==> config.mk <==
export PLATFORM = sky130hd
export DESIGN_NAME = vi_slot_scheduler
export DESIGN_NICKNAME = d
export VERILOG_FILES = /design/src/rtl/vi_slot_scheduler.sv
export SDC_FILE = /design/constraint.sdc
export NUM_CORES = 1
export LEC_CHECK = 0
export BUFFER_PORTS_ARGS = -buffer_cell sky130_fd_sc_hd__buf_2
export CAP_MARGIN = 20
export CORE_ASPECT_RATIO = 0.75
export CORE_UTILIZATION = 49
export DETAILED_ROUTE_END_ITERATION = 16
export PLACE_DENSITY = 0.72
export SETUP_SLACK_MARGIN = 0.15
export SKIP_LAST_GASP = 1
export SYNTH_ARGS = -nofsm -noshare
export SYNTH_HDL_FRONTEND = slang
export SYNTH_SLANG_ARGS = --single-unit
==> constraint.sdc <==
create_clock -name clk -period 1.8 [get_ports clk]
set_clock_uncertainty 0.1 [all_clocks]
set_input_delay 0.09 -clock clk [delete_from_list [all_inputs] [get_ports clk]]
set_output_delay 0.09 -clock clk [all_outputs]
set_load 0.005 [all_outputs]
==> src/rtl/vi_slot_scheduler.sv <==
// Slot/frame timing derived from the asynchronous 320 kHz reference, with round-robin
// slot grants and a VI gate blanked in the last reference period. Optional watchdog: VI_SCHED_WATCHDOG_EN.
module vi_slot_scheduler #(
  parameter int N_REQ   = 4,
  parameter int PERIOD  = 40,
  parameter int SLOTS   = 32,
  parameter int TIMEOUT = 255
) (
  input  logic                     clk,
  input  logic                     rst,
  input  logic                     i320,
  input  logic                     en,
  input  logic [N_REQ-1:0]         req,
  output logic [N_REQ-1:0]         grant,
  output logic                     slot_stb,
  output logic                     frame_stb,
  output logic [$clog2(SLOTS)-1:0] slot_idx,
  output logic                     vi_gate,
  output logic                     busy,
  output logic                     lost
);

  localparam int SLOT_W = $clog2(SLOTS);
  localparam int TICK_W = $clog2(PERIOD);
  localparam int PTR_W  = $clog2(N_REQ);
  localparam logic [TICK_W-1:0] TICK_LAST = TICK_W'(PERIOD - 1);
  localparam logic [SLOT_W-1:0] SLOT_LAST = SLOT_W'(SLOTS - 1);
  localparam logic [PTR_W-1:0]  PTR_INIT  = PTR_W'(N_REQ - 1);
  localparam logic [N_REQ-1:0]  ONE_HOT0  = {{(N_REQ-1){1'b0}}, 1'b1};

  typedef enum logic [1:0] {
    IDLE = 2'd0,
    SYNC = 2'd1,
    RUN  = 2'd2
  } state_t;

  state_t              state;
  state_t              state_nxt;
  logic                s1;
  logic                s2;
  logic                rise;
  logic                timeout;
  logic [TICK_W-1:0]   tick_cnt;
  logic [TICK_W-1:0]   tick_nxt;
  logic [SLOT_W-1:0]   slot_nxt;
  logic [PTR_W-1:0]    ptr;
  logic [PTR_W-1:0]    ptr_nxt;
  logic [N_REQ-1:0]    grant_nxt;
  logic                stb_nxt;
  logic                frame_nxt;
  logic                vi_nxt;
  logic                busy_nxt;
  logic                lost_nxt;
  logic                arb;
  logic                arb_found;
  logic [PTR_W-1:0]    arb_win;

  always_ff @(posedge clk) begin
    if (!rst) begin
      s1 <= 1'b0;
      s2 <= 1'b0;
    end else begin
      s1 <= i320;
      s2 <= s1;
    end
  end

  assign rise = s1 & ~s2;

`ifdef VI_SCHED_WATCHDOG_EN
  localparam int WD_W = $clog2(TIMEOUT + 1);
  localparam logic [WD_W-1:0] WD_LAST = WD_W'(TIMEOUT - 1);

  logic [WD_W-1:0] wd_cnt;

  // Counts clk cycles in RUN since the last reference edge
  always_ff @(posedge clk) begin
    if (!rst) begin
      wd_cnt <= '0;
    end else if ((state != RUN) || rise) begin
      wd_cnt <= '0;
    end else begin
      wd_cnt <= wd_cnt + WD_W'(1);
    end
  end

  assign timeout = (state == RUN) && !rise && (wd_cnt == WD_LAST);
`else
  assign timeout = 1'b0;
`endif

  // Round-robin search starting one past the last winner
  always_comb begin
    arb_found = 1'b0;
    arb_win   = ptr;
    for (int k = 1; k <= N_REQ; k++) begin
      if (!arb_found && req[(int'(ptr) + k) % N_REQ]) begin
        arb_found = 1'b1;
        arb_win   = PTR_W'((int'(ptr) + k) % N_REQ);
      end
    end
  end

  always_comb begin
    state_nxt = state;
    tick_nxt  = tick_cnt;
    slot_nxt  = slot_idx;
    grant_nxt = grant;
    stb_nxt   = 1'b0;
    frame_nxt = 1'b0;
    lost_nxt  = lost;
    arb       = 1'b0;
    ptr_nxt   = ptr;
    case (state)
      IDLE: begin
        tick_nxt  = '0;
        slot_nxt  = '0;
        grant_nxt = '0;
        lost_nxt  = 1'b0;
        if (en) state_nxt = SYNC;
        else    state_nxt = IDLE;
      end
      SYNC: begin
        if (!en) begin
          state_nxt = IDLE;
          tick_nxt  = '0;
          slot_nxt  = '0;
          grant_nxt = '0;
          lost_nxt  = 1'b0;
        end else if (rise) begin
          state_nxt = RUN;
          tick_nxt  = '0;
          slot_nxt  = '0;
          stb_nxt   = 1'b1;
          frame_nxt = 1'b1;
          arb       = 1'b1;
        end else begin
          state_nxt = SYNC;
        end
      end
      RUN: begin
        // en has priority over a coincident slot boundary
        if (!en) begin
          state_nxt = IDLE;
          tick_nxt  = '0;
          slot_nxt  = '0;
          grant_nxt = '0;
          lost_nxt  = 1'b0;
        end else if (rise) begin
          if (tick_cnt == TICK_LAST) begin
            tick_nxt = '0;
            if (slot_idx == SLOT_LAST) slot_nxt = '0;
            else                       slot_nxt = slot_idx + SLOT_W'(1);
            stb_nxt   = 1'b1;
            frame_nxt = (slot_idx == SLOT_LAST);
            arb       = 1'b1;
          end else begin
            tick_nxt = tick_cnt + TICK_W'(1);
          end
        end else if (timeout) begin
          state_nxt = SYNC;
          tick_nxt  = '0;
          slot_nxt  = '0;
          grant_nxt = '0;
          lost_nxt  = 1'b1;
        end else begin
          state_nxt = RUN;
        end
      end
      default: begin
        state_nxt = IDLE;
        tick_nxt  = '0;
        slot_nxt  = '0;
        grant_nxt = '0;
        lost_nxt  = 1'b0;
      end
    endcase

    if (arb && arb_found) begin
      grant_nxt = ONE_HOT0 << arb_win;
      ptr_nxt   = arb_win;
    end else if (arb) begin
      grant_nxt = '0;
    end else begin
      ptr_nxt = ptr;
    end

    // s1 is the value s2 takes at this edge, so the registered gate tracks s2
    vi_nxt   = (state_nxt == RUN) && s1 && (tick_nxt != TICK_LAST);
    busy_nxt = (state_nxt == RUN);
  end

  always_ff @(posedge clk) begin
    if (!rst) state <= IDLE;
    else      state <= state_nxt;
  end

  always_ff @(posedge clk) begin
    if (!rst) begin
      tick_cnt  <= '0;
      slot_idx  <= '0;
      ptr       <= PTR_INIT;
      grant     <= '0;
      slot_stb  <= 1'b0;
      frame_stb <= 1'b0;
      vi_gate   <= 1'b0;
      busy      <= 1'b0;
      lost      <= 1'b0;
    end else begin
      tick_cnt  <= tick_nxt;
      slot_idx  <= slot_nxt;
      ptr       <= ptr_nxt;
      grant     <= grant_nxt;
      slot_stb  <= stb_nxt;
      frame_stb <= frame_nxt;
      vi_gate   <= vi_nxt;
      busy      <= busy_nxt;
      lost      <= lost_nxt;
    end
  end

endmodule
==> results.py <==
metrics = {
    "floorplan": {
        "io_pins": 22,
        "chipHeight_um": 47.31,
        "core_area_um2": 2603,
        "rows": 16,
        "dieArea_um2": 2953,
        "die_w_um": 62.42,
        "initial_core_util_pct": 51.54,
    },
    "sta": {
        "report.final.slew_viol_count": 0,
        "finalHoldViolCount": 0,
        "setup_viol": 6,
        "setup_tns_ns": -0.1157,
        "rsz0062_at_grt": "yes",
        "fin_crit_sh_pct": 102.5,
        "holdWs_ns": 0.01809,
        "fmax_mhz": 541.9,
        "fin_ws_ns": -0.04541,
        "period_minus_slack_ns": 1.845,
    },
    "hold_path": {
        "min_from": "rst",
        "holdPathStages": 3,
        "hold_end": "grant[2]",
        "holdCritPathClass": "primary input to register",
    },
    "synth": {
        "ys_warn_count": 0,
        "synth_edf_count": 0,
        "yosysUniqueCellTypes": 45,
        "syn_area_per_cell_um2": 8.883,
        "ys.flop_type": "dfxtp_1",
        "ys_seq_area_share_pct": 37.31,
        "ys_ff_latch": 25,
        "syn_inst": 151,
        "synth_area_um2": 1341,
        "syn_nets": 166,
        "async_flop_share_pct": 0,
    },
    "placed_design": {
        "hpwl_um": 2448,
        "place.gp.congestion": 0.8403,
        "placed_area_um2": 1546,
        "port_buffers": 20,
        "dpl.cell_count": 209,
    },
    "routing": {
        "via_count": 1365,
        "dr.pass1.iters": 4,
        "drcViolationCount": 0,
        "first_iter_violations": 92,
        "avgViaCountPerCell": 6.149,
        "wl_per_cell_um": 16.96,
        "ant_nets": 0,
        "wirelength_um": 3765,
    },
    "setup_path": {
        "reg2reg_depth": 7,
        "critPathBufInv": 2,
        "slowest_delay_ns": 0.42,
        "rr_endpoint": "ptr[1]",
        "path_class": "register to register",
        "path_cells": "inv_4 -> ha_4 -> nand2_4 -> a2111oi_4 -> buf_4 -> mux2i_2 -> nand2_1",
        "slowest_stage": "dfxtp_4",
        "path_delay_family": "flip-flops",
        "required_ns": 1.92,
        "timing.rr.start": "state[0]",
        "end_kind": "register",
        "reg2reg_slack_ns": -0.05,
        "worstSetupStartpointType": "register",
        "cp.depth": 7,
        "path_max_fanout": 4,
        "critPathArrivalTime_ns": 1.97,
    },
    "power_and_ir_drop": {
        "vdd.ir_drop.worst_mv": 0.4447,
        "power.density_nw_per_um2": 532.5,
        "p_leak_uw": 0.0007200,
    },
    "global_route": {
        "grt_pass1_vias": 1158,
        "grt_max_degree": 16,
        "antenna_found_initial": 0,
        "grt_pass1_wl_um": 5423,
        "overflow": 0,
        "grtUsageTotal_pct": 24.36,
    },
    "clock_network": {
        "cts.clk_slew.worst_paths_ns": 0.17,
        "cts_max_level": 1,
        "cts_tree": "built",
        "clock_latency_ns": 0.34,
        "root_buffer": "clkbuf_4",
        "cts_made_buffers": 3,
        "cts_buffer_depth": 2,
        "cts_sinks": 25,
    },
    "layout": {
        "num-fill-cells": 202,
        "utilization_pct": 69.09,
        "final_cells": 222,
        "drive_above_1_share_pct": 39.78,
        "syn2layout_area_growth_pct": 34.05,
        "diodes": 0,
        "finalNetCount": 202,
        "postLayoutCellArea_um2": 1798,
    },
    "status": {
        "status": "finished, violations left",
        "failed_checks": "negative setup slack",
    },
    "job": {
        "drv_cap": 0,
    },
}
==> per-layer routing <==
layer / vias up / wire length [µm] / track usage, %
met5: - / 0 / 0
met4: 0 / 43 / 9.767
met3: 7 / 248 / 5.825
met2: 63 / 1747 / 38.91
met1: 665 / 1725 / 32.56
li1: 630 / - / -
==> layout make-up <==
cell class,instances,area [µm²],share of cell area (%)
Clock buffer,3,22.52,1.253
Clock inverter,1,7.507,0.4175
Inverter,3,16.27,0.9047
Multi-Input combinational cell,118,959.7,53.38
Sequential cell,25,518.0,28.81
Tap cell,36,45.04,2.505
Timing Repair Buffer,36,229.0,12.73
==> worst register-to-register path, stage by stage (launching register included) <==
cell and delay [ns]:
dfxtp_4 0.42, inv_4 0.05, ha_4 0.31, nand2_4 0.06, a2111oi_4 0.29, buf_4 0.21, mux2i_2 0.21, nand2_1 0.07
==> power by group <==
group | internal [µW] | total, µW | switching [µW]
sequential | 555 | 561 | 6.03
combinational | 51.4 | 123 | 72.1
clock | 85.1 | 273 | 188
total | 691 | 957 | 266
==> per-stage QoR <==
stage          power [µW]  setup WS [ns]
3_5_place_dp        670.8       -0.04732
2_1_floorplan       638.5         0.1630
6_report            957.5       -0.04541
5_1_grt             984.6        -0.1091
4_1_cts             938.9        0.02072
3_3_place_gp        667.2       -0.02065
==> layout by cell type, fill, tap and decap left out, drive strengths merged, types with 2 or more instances in the layout <==
master       netlist  final
o2111a             3      3
buf                4     34
and3               4      4
and2               5      5
a22oi              3      3
mux2i              4      4
a22o               2      2
ha                 7      7
inv                3      3
dfxtp             25     25
clkbuf             1      3
nor3               3      3
nor3b              3      3
nand2             14     14
a21oi              6      6
a21boi             2      2
o21ai              8      8
a31oi              3      3
nand3              8      8
nor2              15     15
dlygate4sd3        0      2
nor2b              3      3
nor4               2      2
nand2b             4      4
==> state kept, by name, summed over array words and instances (netlist names) <==
signal	cells
tick_cnt	6
slot_idx	5
grant	4
ptr	2
state	2
busy	1
frame_stb	1
s1	1
s2	1
slot_stb	1
vi_gate	1
==> kinds of logic after synthesis <==
kind of cell | count (synthesis) | share of synthesized area [%]
buf+inv | 8 | 3.171
other cells | 1 | 0.2796
mux | 4 | 2.985
compound gates | 42 | 25.28
flops | 25 | 37.31
fa+ha+maj | 7 | 6.530
simple gates | 64 | 24.44
==> worst max-delay path by stage <==
stage | from | end | slack (ns)
finish | state[0] | ptr[1] | -0.05
CTS | state[0] | ptr[1] | 0.02
floorplan | state[1] | grant[0] | 0.16
global placement | tick_cnt[0] | grant[0] | -0.02
global route | state[0] | ptr[1] | -0.11
detailed placement | tick_cnt[0] | grant[0] | -0.05
==> repair_timing <==
| action | CTS | global route |
|---|---|---|
| setup buffers | 5 | 2 |
| endpoints found under the setup margin | 14 | 18 |
| endpoints found under the hold margin | 3 | 0 |
| pin swaps | 12 | 9 |
| hold buffers | 2 | 0 |
| gates resized for setup | 23 | 18 |
==> cells in the mapped netlist (4+ instances only) <==
library cell	count	share of area [%]
and2_1	5	2.3
nand2_1	14	3.9
a21oi_1	6	2.2
nor2_1	15	4.2
mux2i_1	4	3.0
nand2b_1	4	1.9
ha_1	7	6.5
dfxtp_1	25	37
o21ai_0	8	3.0
nand3_1	8	3.0
(Power assumes the default switching activity.)
